[config.mk]
export PLATFORM = sky130hd
export DESIGN_NAME = hdmi_line_dma
export DESIGN_NICKNAME = d
export VERILOG_FILES = /design/src/rtl/hdmi_line_dma.sv
export SDC_FILE = /design/constraint.sdc
export NUM_CORES = 1
export LEC_CHECK = 0
export BUFFER_PORTS_ARGS = -buffer_cell sky130_fd_sc_hd__buf_2
export CAP_MARGIN = 20
export CORE_MARGIN = 8
export CORE_UTILIZATION = 55
export DETAILED_ROUTE_END_ITERATION = 6
export PLACE_DENSITY = 0.78
export SYNTH_ARGS = -nofsm -noshare
export SYNTH_HDL_FRONTEND = slang
export SYNTH_SLANG_ARGS = --single-unit
[constraint.sdc]
create_clock -name clk -period 4.65 [get_ports clk]
set_clock_uncertainty 0.05 [all_clocks]
set_input_delay 0.2325 -clock clk [delete_from_list [all_inputs] [get_ports clk]]
set_output_delay 0.2325 -clock clk [all_outputs]
set_load 0.02 [all_outputs]
[src/rtl/hdmi_line_dma.sv]
// hdmi_line_dma: scanline fetch engine for the HDMI video path.
// Turns frame/line start strobes into burst reads on the memory interface,
// writes the returned words into one bank of a two-bank line buffer and
// tells the pixel side which bank to display.
//
// Ports:
//   clk, rst                      system clock, synchronous active-high reset
//   cfg_run                       enable; 0 stops new fetches
//   cfg_base, cfg_stride          frame base address, distance between lines
//   cfg_bn_cnt                    number of normal bursts per line
//   cfg_bn_len, cfg_bl_len        normal / last burst length minus 1
//   cfg_vrep                      each source line is shown cfg_vrep+1 times
//   frame_stb, line_stb           frame / line start pulses (clk domain)
//   mi_addr/len/rw/valid/ready    burst request channel (read only)
//   mi_rdata/rstb/rlast           read data return channel
//   buf_waddr/wdata/wren          line buffer write port (MSB of addr = bank)
//   rd_bank                       bank the pixel side must read
//   busy                          fetch in progress
//   underrun                      one-cycle pulse when a fetch is dropped
module hdmi_line_dma #(
  parameter int AW  = 23,
  parameter int LW  = 7,
  parameter int CW  = 7,
  parameter int BAW = 10
) (
  input  logic           clk,
  input  logic           rst,
  input  logic           cfg_run,
  input  logic [AW-1:0]  cfg_base,
  input  logic [AW-1:0]  cfg_stride,
  input  logic [CW-1:0]  cfg_bn_cnt,
  input  logic [LW-1:0]  cfg_bn_len,
  input  logic [LW-1:0]  cfg_bl_len,
  input  logic [3:0]     cfg_vrep,
  input  logic           frame_stb,
  input  logic           line_stb,
  output logic [AW-1:0]  mi_addr,
  output logic [LW-1:0]  mi_len,
  output logic           mi_rw,
  output logic           mi_valid,
  input  logic           mi_ready,
  input  logic [15:0]    mi_rdata,
  input  logic           mi_rstb,
  input  logic           mi_rlast,
  output logic [BAW-1:0] buf_waddr,
  output logic [15:0]    buf_wdata,
  output logic           buf_wren,
  output logic           rd_bank,
  output logic           busy,
  output logic           underrun
);

  localparam logic [1:0] IDLE  = 2'd0;
  localparam logic [1:0] ISSUE = 2'd1;
  localparam logic [1:0] DRAIN = 2'd2;

  localparam logic [CW:0]   OUT_ONE   = {{CW{1'b0}}, 1'b1};
  localparam logic [CW-1:0] BURST_ONE = {{(CW-1){1'b0}}, 1'b1};
  localparam logic [AW-1:0] ADDR_ONE  = {{(AW-1){1'b0}}, 1'b1};
  localparam logic [BAW-2:0] IDX_ONE  = {{(BAW-2){1'b0}}, 1'b1};

  logic [1:0]     state;
  logic [3:0]     rep_cnt;
  logic           wr_bank;
  logic           fetch_bank;
  logic [AW-1:0]  line_addr;
  logic [AW-1:0]  burst_addr;
  logic [CW-1:0]  bursts_left;
  logic [CW:0]    outstanding;
  logic [CW:0]    outstanding_next;
  logic [BAW-2:0] idx;

  logic           frame_go;
  logic           line_go;
  logic           fetch_req;
  logic           accept;
  logic           handshake;
  logic           rdone;
  logic [AW-1:0]  start_addr;
  logic [LW-1:0]  first_len;
  logic [LW-1:0]  next_len;

  assign mi_addr  = burst_addr;
  assign mi_rw    = 1'b1;
  assign mi_valid = (state == ISSUE);
  assign busy     = (state != IDLE);

  always_comb begin
    frame_go   = cfg_run & frame_stb;
    line_go    = cfg_run & line_stb & ~frame_stb;
    fetch_req  = frame_go | (line_go & (rep_cnt == 4'd0));
    accept     = fetch_req & (state == IDLE);
    handshake  = (state == ISSUE) & mi_ready;
    rdone      = mi_rstb & mi_rlast;
    start_addr = frame_go ? cfg_base : line_addr;
    first_len  = (cfg_bn_cnt == '0) ? cfg_bl_len : cfg_bn_len;
    // Length of the burst following the current one once bursts_left drops.
    next_len   = (bursts_left == BURST_ONE) ? cfg_bl_len : cfg_bn_len;
    outstanding_next = outstanding;
    case ({handshake, rdone})
      2'b10:   outstanding_next = outstanding + OUT_ONE;
      2'b01:   outstanding_next = outstanding - OUT_ONE;
      default: outstanding_next = outstanding;
    endcase
  end

  // Trigger bookkeeping: repeat counter, bank ping-pong, next line address.
  always_ff @(posedge clk) begin
    if (rst) begin
      rep_cnt   <= '0;
      wr_bank   <= 1'b0;
      rd_bank   <= 1'b0;
      line_addr <= '0;
      underrun  <= 1'b0;
    end else begin
      underrun <= fetch_req & (state != IDLE);
      if (frame_go) begin
        rep_cnt <= '0;
        wr_bank <= 1'b0;
        rd_bank <= 1'b0;
        if (accept) line_addr <= cfg_base + cfg_stride;
      end else if (line_go) begin
        rep_cnt <= (rep_cnt == cfg_vrep) ? 4'd0 : rep_cnt + 4'd1;
        if (accept) begin
          rd_bank   <= wr_bank;
          wr_bank   <= ~wr_bank;
          line_addr <= line_addr + cfg_stride;
        end
      end
    end
  end

  // Burst issue state machine.
  always_ff @(posedge clk) begin
    if (rst) begin
      state       <= IDLE;
      burst_addr  <= '0;
      mi_len      <= '0;
      bursts_left <= '0;
      outstanding <= '0;
      fetch_bank  <= 1'b0;
    end else begin
      outstanding <= outstanding_next;
      case (state)
        IDLE: begin
          if (accept) begin
            burst_addr  <= start_addr;
            bursts_left <= cfg_bn_cnt;
            mi_len      <= first_len;
            // A line fetch fills the bank that wr_bank flips to this cycle.
            fetch_bank  <= frame_go ? 1'b0 : ~wr_bank;
            state       <= ISSUE;
          end
        end
        ISSUE: begin
          if (mi_ready) begin
            burst_addr <= burst_addr + AW'(mi_len) + ADDR_ONE;
            if (bursts_left == '0) begin
              state <= DRAIN;
            end else begin
              bursts_left <= bursts_left - BURST_ONE;
              mi_len      <= next_len;
            end
          end
          if (!cfg_run) state <= DRAIN;
        end
        DRAIN: begin
          // Look one cycle ahead so busy drops right after the final rlast.
          if (outstanding_next == '0) state <= IDLE;
        end
        default: state <= IDLE;
      endcase
    end
  end

  // Line buffer write port; index wraps inside the bank.
  always_ff @(posedge clk) begin
    if (rst) begin
      idx       <= '0;
      buf_wren  <= 1'b0;
      buf_wdata <= '0;
      buf_waddr <= '0;
    end else begin
      buf_wren  <= mi_rstb;
      buf_wdata <= mi_rdata;
      buf_waddr <= {fetch_bank, idx};
      if (accept) idx <= '0;
      else if (mi_rstb) idx <= idx + IDX_ONE;
    end
  end

endmodule

After elaboration in Yosys (flattened, before gate mapping)
Cells that the tools add are included.
{"block": "totals", "register_bits": 114, "input_bits": 95, "output_inout_bits": 62, "wordCells": 90}
{"block": "op_classes", "addsub": 9, "n_eq_ne": 12, "mux": 27, "bitwise": 11, "reduce_logical": 16}
{"op": "23-bit 2-to-1 mux", "count": 7}
{"op": "7-bit 2-to-1 mux", "count": 8}
{"op": "23-bit adder", "count": 2}
{"op": "23-bit one-hot mux with 2 select lines", "count": 1}
{"op": "7-bit one-hot mux with 2 select lines", "count": 2}
{"op": "23-bit by 1-bit adder with 23-bit output (second input constant)", "count": 1}
{"op": "23-bit by 7-bit adder with 23-bit output", "count": 1}
{"op": "8-bit one-hot mux with 2 select lines", "count": 1}
{"op": "7-bit zero test", "count": 2}
{"op": "2-bit 2-to-1 mux", "count": 5}
{"op": "9-bit by 1-bit adder with 9-bit output (second input constant)", "count": 1}
{"op": "8-bit by 1-bit adder with 8-bit output (second input constant)", "count": 1}
{"op": "1-bit bitwise AND", "count": 8}
{"op": "8-bit zero test", "count": 1}
{"op": "4-bit AND reduction", "count": 2}
{"op": "8-bit by 1-bit subtractor with 8-bit output (second input constant)", "count": 1}
{"op": "7-bit by 1-bit == test with 1-bit output (second input constant)", "count": 1}
{"op": "7-bit by 1-bit subtractor with 7-bit output (second input constant)", "count": 1}
{"op": "2-bit inequality test (second input constant)", "count": 3}
{"op": "3-bit by 2-bit inequality test with 1-bit output (second input constant)", "count": 2}
{"op": "2-bit one-hot mux with 3 select lines", "count": 1}
{"op": "2-bit AND reduction", "count": 3}
{"op": "2-bit nonzero test", "count": 3}
{"op": "4-bit by 1-bit adder with 4-bit output (second input constant)", "count": 1}
{"op": "12 further kinds", "count": 16}

Logic depth before layout (Yosys ltp)
{"block": "depth", "depth_word": 8, "depth_mapped": 16, "mapped_depth_nobuf": 13}

Least setup slack after synthesis
No wires, ideal clock.
{"block": "synth_timing", "path_kind": "input -> register", "startpoint": "input port cfg_run", "endpoint": "register line_addr[14]", "setup_ns": 0.126, "arrival_time_ns": 3.175, "required_time_ns": 4.474, "path_slack_ns": 1.299, "stages": 13, "n_path_buf": 2, "cell_sequence": "and2_1 clkbuf_1 buf_2 mux2_2 ha_1 fa_1 a211o_1 a211oi_1 o31ai_2 a21o_1 a21oi_1 xor2_1 o21ai_0"}
{"block": "synth_via", "elab_chain_len": 6, "elab_cells_between_ends": 9, "classes_between": "mux: 1; bitwise: 6; reduce/logical: 2"}
{"item": "start: declaration", "line": "28", "rtl": "input logic cfg_run,"}
{"item": "1-bit bitwise AND (2 in a row)", "line": "90", "rtl": "line_go = cfg_run & line_stb & ~frame_stb;"}
{"item": "1-bit bitwise AND", "line": "91", "rtl": "fetch_req = frame_go | (line_go & (rep_cnt == 4'd0));"}
{"item": "1-bit bitwise OR", "line": "91"}
{"item": "1-bit bitwise AND", "line": "92", "rtl": "accept = fetch_req & (state == IDLE);"}
{"item": "2-bit AND reduction (no line)"}
{"item": "end signal: assignment", "line": "121", "rtl": "if (accept) line_addr <= cfg_base + cfg_stride;"}
{"item": "end signal: assignment", "line": "127", "rtl": "line_addr <= line_addr + cfg_stride;"}
{"item": "end: declaration", "line": "66", "rtl": "logic [AW-1:0] line_addr;"}
Several ways; a longest one is shown, not always the timed one.
A chain may end at the register's enable or synchronous reset.

Worst setup path in the final report
{"block": "layout_timing", "startpoint": "input port cfg_run", "endpoint": "register line_addr[22]"}
Same word-level chain as after synthesis.

==> summary.md <==
| Metric | Value |
|---|---|
| Multiplexer share of the synthesized area | 6.72% |
| Setup crit start kind | input port |
| Overflow left after global routing | 0 |
| Fin crit period | 3.34 ns |
| Core box area | 12,100 sq um |
| Worst setup path startpoint | cfg_run |
| Outcome | finished clean |
| Vias per cell | 5.74 |
| Initial antenna violation count | 0 |
| Seq pwr share | 33.3% |
| Layout fillers | 961 |
| Num rows | 40 |
| Clock latency on the worst-skew pair | 0.42 ns |
| Primary FF master, synth | dfxtp_1 |
| Post-Route WL | 19,900 microns |
| Hold Vio Cnt, Final | 0 |
| Period Utilization, post-route | 71.9% |
| Worst R2R Start | state[1] |
| Cts bufs inserted | 17 |
| Crit path DAT | 3.57 ns |
| Setup_tns | 0 ns |
| Initial DRC count | 480 |
| Final Cell Area | 8450 sq um |
| Post-synthesis simple-gate area fraction | 21.6% |
| Overall Global Routing Usage | 24.2% |
| CP endpoint | line_addr[22] |
| #FFs+latches synth | 114 |
| Mapped Avg Cell Area | 8.22 sq um |
| Root Buffer | clkbuf_16 |
| RSZ-0062 raised after global routing | no |
| P_sw | 1.08 mW |
| Main combinational cell family by area after synthesis | simple AND/OR/NAND/NOR gates |
| Int Pwr | 2.35 mW |
| Share of cells above drive strength 1 | 22.7% |
| EDFF count, synth | 0 |
| Async SR Flop Fraction | 0% |
| Compound-gate portion of the synthesized area | 20.5% |
| Number of distinct library cells after synthesis | 70 |
| Fmax | 299 MHz |
| Clock power frac | 41.2% |
| Synth Instances | 829 |
| I/O pins | 157 |
| VDD IR-drop max | 0.364 mV |
| Sequential share of the synthesized area | 33.5% |
| R2r worst-path depth | 13 |
| Gpl congestion | 0.932 |
| CTS Buffer Depth | 2 |
| H-tree Lvls | 4 |
| Area after DPL | 7660 sq um |
| Die width | 127 microns |
| Post-synthesis xor/xnor area fraction | 6.17% |
| Max-cap viol count | 0 |
| Die area | 16,200 sq um |
| Switching share of total power | 31.4% |
| Vias | 6,661 |
| CTS tree | done |
| Initial Util | 56.5% |
| Synth Warn # | 0 |
| Post-synth net total | 963 |
| Multi-input gate area | 4260 sq um |
| Worst hold path type | in -> reg |
| Clock transition at path regs | 0.05 ns |
| Critical-path cell list | buf_2, and2_1, buf_4, mux2_2, ha_1, a21o_1, a211oi_1, o31ai_2, nand3_1, a311oi_1, mux2i_1, o22ai_1 |
| Area growth from synthesis to layout | 24.0% |
| PwrDens | 406 nW/um^2 |
| ANT nets after route | 0 |
| Gate power share | 25.5% |
| Critical Path End Type | register |
| Syn Std Cell Area | 6810 sq um |
| NumNets Final | 1,112 |
| Worst slew margin | 42.9% |
| IO buf count | 155 |
| CTS sink count | 114 |
| Register area | 2280 sq um |
| Setup violators final | 0 |
| Crit Path Class | in -> reg |
| Post-CTS setup buffer count | 0 |
| Synth Area in Adders | 7.38% |
| Worst-path maximum fanout | 9 |
| 1st-pass router iterations | 5 |
| Pleak | 3.66 nW |
| Max Slew Vio Count | 0 |
| Post-DP HPWL | 13,700 microns |
| Die Span Y | 127 microns |
| DRC viols | 0 |
| DR WL/cell | 17.2 microns |
| Worst Tran Pin Value | 0.848 ns |
| Crit-path slowest cell | and2_1 |
| Worst path max stage delay | 0.51 ns |
| Worst endpoint required time | 4.88 ns |
| Vias in the first global route | 6,399 |
| First-pass GRT wire length | 31,700 microns |
| Reg2reg end | state[1] |
| Register-to-register setup slack | 1.47 ns |
| Largest net degree at the start of global routing | 72 |
## power groups by stage
stage	clock network, mW	logic (mW)	registers [mW]
5_1_grt	1.47	0.956	1.15
3_3_place_gp	0	0.831	1.15
3_5_place_dp	0	0.845	1.16
2_1_floorplan	0	0.595	1.18
4_1_cts	1.42	0.864	1.14
6_report	1.41	0.875	1.14
## per-stage QoR
step	power, mW	util [%]	setup slack (ns)	hold WS [ns]	std cells
2_1_floorplan	1.77	-	1.30	0.311	829
3_3_place_gp	1.99	63.5	1.10	0.383	1112
3_5_place_dp	2.00	63.5	1.02	0.396	1112
4_1_cts	3.42	70.0	1.41	0.0224	1159
5_1_grt	3.58	70.0	1.15	0.0155	1159
6_report	3.43	70.0	1.31	0.0309	1160
## worst min path at each step
stage	start	to	slack, ns	cells after the start
2_1_floorplan	mi_rdata[0]	buf_wdata[0]	0.31	1
3_3_place_gp	line_addr[18]	line_addr[18]	0.38	2
3_5_place_dp	mi_rdata[8]	buf_wdata[8]	0.40	2
4_1_cts	mi_rdata[5]	buf_wdata[5]	0.02	2
5_1_grt	mi_rdata[5]	buf_wdata[5]	0.02	2
6_report	mi_rdata[5]	buf_wdata[5]	0.03	2
## worst max-delay path: cells and delay by family
kind                       cells  cell delay, ns
buffers and inverters          2            0.41
AOI/OAI and AO/OA              5            1.21
adders and majority gates      1            0.37
muxes                          2            0.59
and+or+nand+nor                2            0.74
## routing by layer
metal  wire [microns]  global-route usage, %  part of all wire [%]  up-vias
li1                 -                      -                     -     3259
met1             8440                   28.3                    42     3102
met2             9610                   40.2                    48      249
met3             1310                   6.32                   6.5       51
met4              591                   11.9                   3.0        0
met5                0                      0                     0        -
## registers in the layout (all words and copies together), names as in the netlist, 4 cells and up
register,cells
mi_addr,23
rep_cnt,4
bursts_left,7
buf_waddr,10
mi_len,7
idx,9
line_addr,23
outstanding,8
buf_wdata,16
## cell families after synthesis
logic type | count (synthesis)
AOI/OAI and AO/OA | 213
xor gates and xnor gates | 48
adders and majority gates | 39
buffers and inverters | 67
DFF | 114
muxes | 43
other | 1
and+or+nand+nor | 304
## Yosys cell counts, types with 15 or more instances
master | number | area [sq um]
nor2_1 | 84 | 315
clkbuf_1 | 33 | 124
xor2_1 | 24 | 210
a21o_1 | 15 | 113
o21ai_0 | 36 | 180
ha_1 | 37 | 463
nor2b_1 | 37 | 231
xnor2_1 | 24 | 210
nand3_1 | 15 | 75.1
a21oi_1 | 61 | 305
dfxtp_1 | 114 | 2280
inv_1 | 19 | 71.3
nand2_1 | 89 | 334
nor3_1 | 15 | 75.1
mux2_2 | 22 | 248
mux2i_1 | 21 | 210
a211oi_1 | 25 | 188
## layout make-up
| class | instances | share of cell area, % |
|---|---|---|
| clock inverters | 11 | 2.10 |
| diodes | 1 | 0.0296 |
| clock buffers | 21 | 5.45 |
| repair buffers | 177 | 11.6 |
| multi-input cells | 648 | 50.4 |
| flip-flops and latches | 114 | 27.0 |
| well taps | 168 | 2.49 |
| inverters | 20 | 0.889 |
## cell usage in the layout (no fill, tap or decap), drive strengths merged, types with 4 or more instances in the layout
master       netlist  routed
o21ai             39      39
xnor2             24      24
nor3              15      15
a21oi             62      62
o22ai              7       7
a211oi            25      25
a31oi             12      12
nand2b             6       6
dlygate4sd3        0      15
nor2              84      84
a21o              15      15
bufinv             0       4
mux2i             21      21
inv               19      20
o21a              10      10
nor3b              6       6
mux2              22      22
nand3             15      15
nor2b             37      37
xor2              24      24
and2              11      11
dfxtp            114     114
and3               8       8
ha                37      37
nor4               4       4
nand4             12      12
clkbuf            33      21
nand2             89      89
a311oi             4       4
clkinv             1       4
buf               14     162
## repair_timing
| item | in CTS | in global routing |
|---|---|---|
| endpoints found under the hold margin | 15 | 0 |
| hold buffers | 15 | 0 |
| gates resized for setup | 0 | 0 |
Power figures use the tool's default switching activity.
